==> src/rtl/micro_pkg.sv <==
// Shared width defines, FSM/condition enums, microword layout and NOP constants
// used by the micro-sequencer and its microcode ROM.
`ifndef MICRO_DEFINES_VH
`define MICRO_DEFINES_VH
`define WORD_SIZE 8
`define MEM_MICRO_INSTRUCTION_SIZE 3
`define ALU_MICRO_INSTRUCTION_SIZE 4
`define REG_MICRO_INSTRUCTION_SIZE 3
`endif

package micro_pkg;

    localparam int WORD_W = `WORD_SIZE;
    localparam int MEM_W  = `MEM_MICRO_INSTRUCTION_SIZE;
    localparam int ALU_W  = `ALU_MICRO_INSTRUCTION_SIZE;
    localparam int REG_W  = `REG_MICRO_INSTRUCTION_SIZE;

    localparam int OP_SEQ3  = 1;
    localparam int OP_CONDZ = 2;
    localparam int OP_HLT   = 3;
    localparam int OP_LONG  = 4;
    localparam int OP_FLAGS = 5;

    typedef enum logic [1:0] {
        FETCH = 2'd0,
        EXEC  = 2'd1,
        HALT  = 2'd2
    } state_t;

    typedef enum logic [1:0] {
        COND_NONE     = 2'd0,
        COND_IF_ZERO  = 2'd1,
        COND_IF_CARRY = 2'd2,
        COND_IF_NZERO = 2'd3
    } cond_t;

    typedef struct packed {
        logic [MEM_W-1:0] mem_op;
        logic [ALU_W-1:0] alu_op;
        logic [REG_W-1:0] reg_op;
        cond_t            cond;
        logic             last;
        logic             hlt;
    } microword_t;

    localparam logic [MEM_W-1:0] MEM_NOP = '0;
    localparam logic [ALU_W-1:0] ALU_NOP = '0;
    localparam logic [REG_W-1:0] REG_NOP = '0;

    // Unmapped ROM entries behave as a single do-nothing step.
    localparam microword_t MICRO_NOP = '{
        mem_op: MEM_NOP,
        alu_op: ALU_NOP,
        reg_op: REG_NOP,
        cond:   COND_NONE,
        last:   1'b1,
        hlt:    1'b0
    };

    function automatic microword_t mw(input int mem, input int alu, input int rg,
                                      input cond_t c, input logic last, input logic hlt);
        microword_t w;
        w.mem_op = MEM_W'(mem);
        w.alu_op = ALU_W'(alu);
        w.reg_op = REG_W'(rg);
        w.cond   = c;
        w.last   = last;
        w.hlt    = hlt;
        return w;
    endfunction

    function automatic logic cond_true(input cond_t c, input logic zero, input logic carry);
        logic ok;
        case (c)
            COND_IF_ZERO:  ok = zero;
            COND_IF_CARRY: ok = carry;
            COND_IF_NZERO: ok = ~zero;
            default:       ok = 1'b1;
        endcase
        return ok;
    endfunction

endpackage

==> src/rtl/microcode_rom.sv <==
// Combinational microcode store indexed by {opcode, step}; anything not listed
// is a single NOP step that completes the instruction.
module microcode_rom
    import micro_pkg::*;
#(
    parameter int OPCODE_W = 4,
    parameter int STEP_W   = 2
) (
    input  logic [OPCODE_W-1:0] opcode,
    input  logic [STEP_W-1:0]   step,
    output microword_t          word
);

    always_comb begin
        word = MICRO_NOP;
        case (int'(opcode))
            OP_SEQ3: begin
                case (int'(step))
                    0:       word = mw(1, 0, 0, COND_NONE, 1'b0, 1'b0);
                    1:       word = mw(0, 2, 1, COND_NONE, 1'b0, 1'b0);
                    2:       word = mw(0, 0, 2, COND_NONE, 1'b1, 1'b0);
                    default: word = MICRO_NOP;
                endcase
            end
            OP_CONDZ: word = mw(2, 3, 3, COND_IF_ZERO, 1'b1, 1'b0);
            OP_HLT:   word = mw(0, 1, 0, COND_NONE, 1'b1, 1'b1);
            // No last bit anywhere: the step limit is what ends this one.
            OP_LONG: begin
                case (int'(step))
                    0:       word = mw(0, 4, 0, COND_NONE, 1'b0, 1'b0);
                    1:       word = mw(0, 5, 0, COND_NONE, 1'b0, 1'b0);
                    2:       word = mw(0, 6, 0, COND_NONE, 1'b0, 1'b0);
                    3:       word = mw(0, 7, 0, COND_NONE, 1'b0, 1'b0);
                    default: word = MICRO_NOP;
                endcase
            end
            OP_FLAGS: begin
                case (int'(step))
                    0:       word = mw(5, 0, 0, COND_IF_CARRY, 1'b0, 1'b0);
                    1:       word = mw(0, 0, 5, COND_IF_NZERO, 1'b1, 1'b0);
                    default: word = MICRO_NOP;
                endcase
            end
            default: word = MICRO_NOP;
        endcase
    end

endmodule

==> src/rtl/micro_sequencer.sv <==
// FETCH/EXEC/HALT micro-sequencer: latches an opcode, walks its microprogram one
// step per cycle and gates the micro fields, PC hold and memory clock enable.
module micro_sequencer
    import micro_pkg::*;
#(
    parameter int MAX_STEPS = 4,
    parameter int OPCODE_W  = 4,
    localparam int STEP_W   = (MAX_STEPS > 1) ? $clog2(MAX_STEPS) : 1
) (
    input  logic              clk,
    input  logic              reset,
    input  logic [WORD_W-1:0] instruction_code,
    input  logic              zero_flag,
    input  logic              carry_flag,
    input  logic              ext_halt,
    input  logic              resume,
    output logic [MEM_W-1:0]  mem_instruction,
    output logic [ALU_W-1:0]  alu_instruction,
    output logic [REG_W-1:0]  reg_instruction,
    output logic              ce,
    output logic              halt_pc,
    output logic              halted,
    output logic [STEP_W-1:0] step
);

    state_t              state, state_next;
    logic [STEP_W-1:0]   step_q, step_next;
    logic [OPCODE_W-1:0] ir_op, ir_next;
    microword_t          word;
    logic                complete;

    generate
        if (OPCODE_W < WORD_W) begin : g_unused
            logic unused_code_bits;
            assign unused_code_bits = ^instruction_code[WORD_W-1:OPCODE_W];
        end
    endgenerate

    microcode_rom #(
        .OPCODE_W (OPCODE_W),
        .STEP_W   (STEP_W)
    ) u_rom (
        .opcode (ir_op),
        .step   (step_q),
        .word   (word)
    );

    always_ff @(posedge clk or posedge reset) begin
        if (reset) begin
            state  <= FETCH;
            step_q <= '0;
            ir_op  <= '0;
        end else begin
            state  <= state_next;
            step_q <= step_next;
            ir_op  <= ir_next;
        end
    end

    assign step     = step_q;
    assign complete = word.last || (step_q == STEP_W'(MAX_STEPS - 1));

    always_comb begin
        state_next      = state;
        step_next       = step_q;
        ir_next         = ir_op;
        mem_instruction = MEM_NOP;
        alu_instruction = ALU_NOP;
        reg_instruction = REG_NOP;
        ce              = 1'b0;
        halt_pc         = 1'b1;
        halted          = 1'b0;

        case (state)
            FETCH: begin
                ce         = 1'b1;
                ir_next    = instruction_code[OPCODE_W-1:0];
                step_next  = '0;
                state_next = EXEC;
            end
            EXEC: begin
                ce = 1'b1;
                if (cond_true(word.cond, zero_flag, carry_flag)) begin
                    mem_instruction = word.mem_op;
                    alu_instruction = word.alu_op;
                    reg_instruction = word.reg_op;
                end
                // Only the completing step lets the PC move.
                if (complete) begin
                    halt_pc    = 1'b0;
                    step_next  = '0;
                    state_next = (word.hlt || ext_halt) ? HALT : FETCH;
                end else begin
                    step_next = step_q + STEP_W'(1);
                end
            end
            HALT: begin
                halted = 1'b1;
                if (resume && !ext_halt) begin
                    state_next = FETCH;
                end
            end
            default: state_next = FETCH;
        endcase

        // Reset masks the FETCH decode so nothing is enabled while it is held.
        if (reset) begin
            mem_instruction = MEM_NOP;
            alu_instruction = ALU_NOP;
            reg_instruction = REG_NOP;
            ce              = 1'b0;
            halt_pc         = 1'b1;
            halted          = 1'b0;
        end
    end

endmodule

==> config.mk <==
export PLATFORM = sky130hd
export DESIGN_NAME = micro_sequencer
export DESIGN_NICKNAME = d
export VERILOG_FILES = /design/src/rtl/micro_pkg.sv /design/src/rtl/microcode_rom.sv /design/src/rtl/micro_sequencer.sv
export SDC_FILE = /design/constraint.sdc
export NUM_CORES = 1
export LEC_CHECK = 0
export CELL_PAD_IN_SITES_DETAIL_PLACEMENT = 2
export CELL_PAD_IN_SITES_GLOBAL_PLACEMENT = 2
export CORE_UTILIZATION = 23
export DETAILED_ROUTE_END_ITERATION = 6
export HOLD_SLACK_MARGIN = 0.05
export MAX_ROUTING_LAYER = met4
export PLACE_DENSITY = 0.84
export SLEW_MARGIN = 20
export SYNTH_ARGS = -nofsm -noshare
export SYNTH_HDL_FRONTEND = slang
export SYNTH_HIERARCHICAL = 1
export SYNTH_SLANG_ARGS = --single-unit
==> constraint.sdc <==
create_clock -name clk -period 1.66 [get_ports clk]
set_input_delay 0.166 -clock clk [delete_from_list [all_inputs] [get_ports clk]]
set_output_delay 0.166 -clock clk [all_outputs]
set_load 0.02 [all_outputs]
# Word-level counts from Yosys, hierarchy flattened
# Index checks and enable logic that the tools add are counted.
# Widths: inputs -> output; s select.
# word_totals
elab_cells	57
regBits	8
out_inout_bits	15
in_bits	14
# op_classes
reduce_logical	9
n_addsub	1
muxes	28
bitwise	1
eq_ne	15
# ops
cell	n
$pmux 14 s5	1
$pmux 14 s4	1
$pmux 12 s3	1
$pmux 14 s2	1
$mux 3	6
$mux 4	3
$eq 2x2->1 const B	5
$eq 4x2->1 const B	2
$eq 4x3->1 const B	2
$mux 1	8
$mux 2	4
$eq 2x1->1 const B	3
$pmux 2 s3	1
$eq 4x1->1 const B	1
$logic_not 2->1	2
$ne 2x2->1 const B	2
$pmux 2 s2	1
$pmux 1 s3	1
$add 2x1->2 const B	1
$logic_or 1x1->1	2
$reduce_and 2->1	1
$reduce_bool 2->1	1
$reduce_or 2->1	1
$logic_and 1x1->1	1
2 further kinds	2

# Depth between registers and ports, before layout
# Gate-level depths: netlist (run 1).
# logic_depth
depth_word	9
ltp_mapped	6

# Hierarchy
# The synthesis (run 1) kept the hierarchy.
# by_module_without_submodules
module	n_inst	cells_per_inst	seq_area_each_um2	area_each_um2
micro_sequencer	1	57	200.2	606.8
microcode_rom	1	35	0.0	226.5

# Worst setup path after synthesis (run 1)
# OpenSTA, ideal clock, no wires.
# synth_path
path_kind	flip-flop to output port
from	register step_q[1], in the netlist step[1]
to	output alu_instruction[1]
n_path_buf	0
arrival_ns	1.846
setup_slack_ns	-0.352
stages_incl_launch_ff	5
required_time_ns	1.494
cell_sequence	dfrtp_1 > or4b_1 > a21oi_1 > nand4bb_1 > a211oi_1
# synth_lines
item	line	source
from (decl)	micro_sequencer.sv:27	logic [STEP_W-1:0] step_q, step_next;
from (signal assigned)	micro_sequencer.sv:55	step_q <= step_next;
to (decl)	micro_sequencer.sv:18	output logic [ALU_W-1:0] alu_instruction,

==> impl_metrics.tcl, run 1 <==
set metrics [dict create \
    outcome "complete, but fails checks" \
    violations "negative setup slack" \
    grt_overflow 0 \
    viasPerCell 5.05 \
    rows 21 \
    dpl.hpwl_mm 2.25 \
    fin_ws_ns -0.516 \
    drc 0 \
    hold_buffers 0 \
    start_util_pct 24.4 \
    fp.dieW_um 62.2 \
    grt_pass1_wl_mm 5.15 \
    drtIter0Drc 19 \
    synth_fp_nets 107 \
    ctsHtreeMaxLevel 1 \
    drt_wl_total_mm 3.96 \
    tns_ns -4.77 \
    synth-warning-count 6 \
    cellLeakagePower_uw 0.000636 \
    syn_inst 92 \
    timing.fmax_ghz 0.460 \
    io_pins 29 \
    cts_buffers 3 \
    layout-drive-gt1-share_pct 63.7 \
    required_ns 1.49 \
    die_area_um2 3870 \
    cp_max_fo 5 \
    critical_path_class "reg2out" \
    cts_tree "built" \
    p_per_area_nw_per_um2 1570 \
    vias 970 \
    grt_pass1_vias 1038 \
    finalHoldViolCount 0 \
    dr.pass1.iters 4 \
    cts_buffer_depth 2 \
    place_inst 173 \
    arrival_ns 2.01 \
    place.port_buffers 23 \
    n_antenna_cell 0 \
    syn_area_per_cell_um2 9.06 \
    cts.root.buffer_cell "clkbuf_4" \
    final_common_cell "buf_4" \
    yosysSeqAreaShare_pct 24.0 \
    cp-end-kind "output pin" \
    fin_nets 162 \
    nFillCells 347 \
    setup_violations 14 \
    cts.sinks 8 \
    drv_cap 0 \
    reg2reg_slack_ns -0.25 \
    clk_pin_slew_ns 0.06 \
    synth-seq-cells 8 \
    antenna_found_initial 0 \
    mostFrequentLayoutCells "buf_4, nand4bb_1, buf_6, clkdlybuf4s50_1, dfrtp_2" \
    grt_usage_pct 17.4 \
    finalCritPeriodShare_pct 131 \
    crit_path_start_kind "flip-flop" \
    place_congestion 0.866 \
    finalCriticalPeriod_ns 2.18 \
    drtAntennaViolNets 0 \
    max-slew-margin-rel_pct 48.4 \
    rsz0062_at_grt "yes" \
    netlist_area_um2 833 \
    clkLatencyLatePin_ns 0.25 \
    fp.dieH_um 62.2 \
    min_path_type "in2async" \
    slew_violations 0 \
    core_region_area_um2 3420 \
    worstMarginPinSlew_ns 0.769 \
    area_delta_synth_final_pct 101 \
    wl_per_cell_um 20.6 \
    grt_start_max_net_pins 12 \
    ir_drop_v 0.000870 \
    layout.cells.non_filler 192 \
    fin_worst_skew_ns 0.0120 \
    ys_types 39 \
]
-- synth_stat cells --
cell       instances  area, µm²
a211oi_1          10       75.1
a21oi_1            5       25.0
a31oi_1            1       6.26
and4bb_2           2       25.0
buf_4              1       7.51
buf_6              1       11.3
clkbuf_1           5       18.8
clkbuf_2           1       5.00
clkbuf_4           1       7.51
clkbuf_8           1       13.8
conb_1             1       3.75
dfrtp_1            8        200
ha_1               1       12.5
inv_1              2       7.51
mux2_2             4       45.0
mux2i_1            1       10.0
nand2_1            3       11.3
nand2b_1           1       6.26
nand2b_2           1       8.76
nand2b_4           1       13.8
nand3_1            1       5.00
nand4bb_1         11        124
nor2_1             7       26.3
nor2_4             1       11.3
nor2b_1            2       12.5
nor3_1             3       15.0
nor3b_1            1       7.51
nor3b_2            1       12.5
nor4_1             2       12.5
nor4b_1            2       17.5
o21a_1             1       7.51
o21ai_0            1       5.00
o21ai_1            1       5.00
o221ai_1           1       8.76
o22ai_1            1       6.26
or2b_1             1       7.51
or3_1              1       6.26
or4b_1             2       20.0
xnor2_1            1       8.76
-- sequential cells by signal, summed over array words and instances (netlist names) --
| signal | flops |
|---|---|
| ir_op | 4 |
| state | 2 |
| step | 2 |
-- final cells by class --
class / instances / area, µm² / share of cell area [%]
Sequential cell: 8 / 208 / 12.4
Clock buffer: 4 / 26.3 / 1.57
Tap cell: 46 / 57.6 / 3.43
Inverter: 2 / 7.51 / 0.447
Multi-Input combinational cell: 72 / 756 / 45.0
Timing Repair Buffer: 60 / 623 / 37.1
-- metrics by stage --
stage	hold slack, ns	power (µW)	setup slack (ns)	instance area, µm²	util [%]
final	0.218	2640	-0.516	1680	49.1
after detailed placement	0.668	1830	-0.809	1330	39.0
after CTS	0.537	2330	-0.525	1530	44.7
after floorplan	0.156	1270	-0.191	936	-
after global routing	0.243	2790	-0.604	1680	49.1
after global placement	0.644	1750	-0.721	1330	39.0
-- critical path: stages, from the launching register on --
cell and delay [ns]:
dfrtp_2 0.45, buf_8 0.15, and4bb_2 0.28, a21oi_1 0.06
nor3_2 0.24, nand4bb_1 0.18, a211oi_2 0.20, buf_4 0.18
-- timing repair --
action	CTS	global route
setup buffers	6	9
cloned	1	1
setup endpoints to repair	13	13
pin swaps	14	5
gates resized for setup	80	16
-- worst paths after layout --
| kind | from | endpoint | cells past startpoint |
|---|---|---|---|
| min | reset | state[1] | 3 |
| max reg2reg | step[0] | step[0] | 6 |
| max in group asynchronous | reset | ir_op[2] | 3 |
| min in group clk | instruction_code[1] | ir_op[1] | 2 |
| min reg2reg | step[1] | step[1] | 3 |
| max | step[0] | reg_instruction[1] | 7 |
-- report_power, final --
part	switching, µW	internal [µW]
Combinational	952	1080
Clock	68.5	92.1
Sequential	152	293
Total	1170	1470
-- layer usage --
layer / wire length (µm) / vias up / global-route usage [%] / share of wire, %
met5: 0 / - / - / 0
met4: 81 / 0 / 5.23 / 2.0
met3: 80 / 6 / 1.84 / 2.0
met2: 2140 / 21 / 32.0 / 54
met1: 1660 / 486 / 19.7 / 42
li1: - / 457 / - / -
-- cells by family (layout without fill, tap and decap cells) --
| kind of cell | after synthesis | in the layout | share of synthesized area [%] |
|---|---|---|---|
| and+or+nand+nor | 43 | 43 | 41.1 |
| AOI/OAI and AO/OA | 21 | 21 | 16.7 |
| buffers and inverters | 12 | 66 | 8.56 |
| DFF | 8 | 8 | 24.0 |
| muxes | 5 | 5 | 6.61 |
| adders and majority gates | 1 | 1 | 1.50 |
| other | 1 | 1 | 0.450 |
| xor gates and xnor gates | 1 | 1 | 1.05 |
No activity file was read; power rests on OpenSTA's default activity.
==> run 2: changes to the inputs <==
- CORE_UTILIZATION: 23 -> 21
- PLACE_DENSITY: 0.84 -> 0.83
- SYNTH_HIERARCHICAL: 1 -> default
- TNS_END_PERCENT: default -> 20
==> impl_metrics.tcl, run 2 <==
set metrics [dict create \
    outcome "complete, but fails checks" \
    violations "negative setup slack" \
    n_antenna_cell 0 \
    rsz0062_at_grt "yes" \
    layout-drive-gt1-share_pct 60.7 \
    post-place-ws_ns -0.794 \
    wl_per_cell_um 15.9 \
    cpMaxStageDelayCell "a2111o_2" \
    fp.dieW_um 59.8 \
    finalHoldViolCount 0 \
    fp.dieH_um 59.8 \
    syn_inst 82 \
    cts_tree "built" \
    grt_pass1_wl_mm 4.52 \
    finalCriticalPeriod_ns 2.03 \
    hold_buffers 0 \
    synth_common_cells "nand2_1, dfrtp_1, nor3_1" \
    grt_usage_pct 17.6 \
    rows 20 \
    largest_register_ffs 4 \
    ir_drop_v 0.000711 \
    clk_pin_slew_ns 0.06 \
    synth-warning-count 0 \
    yosys-top-cells-area "dfrtp_1, ha_1, mux2_2, nand2_1, nor3_1" \
    min_path_type "in2async" \
    clkLatencyLatePin_ns 0.27 \
    place_congestion 0.778 \
    cts.root.buffer_cell "clkbuf_4" \
    antenna_found_initial 0 \
    synth-seq-cells 8 \
    dpl.hpwl_mm 2.21 \
    place.port_buffers 23 \
    viasPerCell 4.70 \
    timing.rr.start "step[0]" \
    ys_types 35 \
    mostFrequentLayoutCells "buf_4, nand2_1, clkdlybuf4s50_1, buf_6, inv_1" \
    crit_chain "buf_4 > a2111o_2 > buf_12 > a211oi_4 > buf_6" \
    syn_area_per_cell_um2 8.56 \
    p_per_area_nw_per_um2 1500 \
    fin_nets 154 \
    core_region_area_um2 3100 \
    grt_start_max_net_pins 10 \
    hold_slack_ns 0.389 \
    drtIter0Drc 14 \
    regMostFlops "ir_op" \
    cts_buffer_depth 2 \
    fin_util_pct 45.4 \
    worstSetupStartpoint "ir_op[3]" \
    yosysTopAreaCell "dfrtp_1" \
    critical_path_class "reg2out" \
    cp_max_fo 5 \
    cts_buffers 3 \
    synth_top_area_share_pct 28.5 \
    layout.cells.non_filler 179 \
    drt_wl_total_mm 2.84 \
    cts.sinks 8 \
    dr.pass1.iters 2 \
    crit_path_start_kind "flip-flop" \
    cellLeakagePower_uw 0.000573 \
    drv_cap 0 \
    vias 841 \
    setup_violations 10 \
    place_inst 168 \
    postPlaceCellArea_um2 1250 \
    start_util_pct 22.6 \
    synth.most_common_cell "nand2_1" \
    netlist_area_um2 702 \
    grt_overflow 0 \
    timing.fmax_ghz 0.493 \
    fin_ws_ns -0.369 \
    final_common_cell "buf_4" \
    arrival_ns 1.86 \
    die_area_um2 3580 \
    slew_violations 0 \
    cpPeakStageDelay_ns 0.52 \
    async_flop_share_pct 100 \
    finalCritPeriodShare_pct 122 \
    grt_pass1_vias 953 \
    io_pins 29 \
    fin_worst_skew_ns 0.00944 \
    stdcell_area_um2 1410 \
    area_delta_synth_final_pct 101 \
    drc 0 \
    synth_edf_count 0 \
    synth_fp_nets 100 \
    drtAntennaViolNets 0 \
    cp-end-kind "output pin" \
    path_delay_family "compound AO/OA/AOI/OAI gates" \
    ctsHtreeMaxLevel 1 \
    synth_flop_cell "dfrtp_1" \
    required_ns 1.49 \
    path_buf_inv 3 \
    yosysSeqAreaShare_pct 28.5 \
]
run 2: cell count changes in the layout (fill, tap and decap cells not counted), moves of 4 or more:
cell / delta
a211oi_2: -4
nand2_1: +7
a21oi_2: -4
nand4bb_1: -11
run 2: cell type report:
cell class / count / area (µm²)
sequential: 8 / 205
tap: 44 / 55.1
multi-input combinational: 62 / 593
timing repair buffer: 56 / 512
inverter: 5 / 18.8
fill: 360 / 1690
clock buffer: 4 / 26.3
run 2: power breakdown:
part,leakage [µW],internal (µW),switching (µW)
Clock,0.0000150,92.5,74.6
Combinational,0.000464,793,754
Sequential,0.0000937,288,113
Total,0.000573,1170,942
run 2: timing repair:
action	CTS	global route
buffers inserted	6	1
setup endpoints to repair	12	12
pin swaps	6	6
cloned	0	0
resized for setup	72	9
run 2: worst reg2reg max path, stage by stage, from the launching register on:
cell and delay (ns):
dfrtp_2 0.42, buf_4 0.14, ha_1 0.25, nor3_2 0.15, o221ai_2 0.13, buf_4 0.17
o31ai_1 0.22
run 2: path summary, 6_finish.rpt:
path,endpoint,slack (ns),cells past startpoint
min in group clk,ir_op[2],0.53,2
setup / recovery,alu_instruction[1],-0.37,5
hold / removal,state[0],0.39,3
max in group asynchronous,ir_op[3],1.00,3
hold reg to reg,step[1],0.63,3
setup reg to reg,step[1],0.07,6
run 2: per-stage QoR:
stage	power, µW	setup TNS, ns
6_report	2120	-3.17
5_1_grt	2250	-3.75
4_1_cts	2060	-3.34
3_5_place_dp	1730	-6.93
3_3_place_gp	1640	-5.85
2_1_floorplan	1130	-1.07
run 2: cell families after synthesis:
logic type / after synthesis / synth area share [%]
AO/OA/AOI/OAI: 17 / 17.8
adder cells (fa/ha/maj): 4 / 7.13
buffers and inverters: 12 / 9.80
flip-flops: 8 / 28.5
multiplexers: 4 / 6.42
other: 1 / 0.534
AND/OR/NAND/NOR: 36 / 29.8
run 2: layer usage:
layer	GRT usage [%]	share of wire (%)	vias up
met1	17.4	38	421
li1	-	-	394
met3	0.866	2.5	5
met4	6.98	1.5	0
met2	35.2	57	21
met5	-	0	-
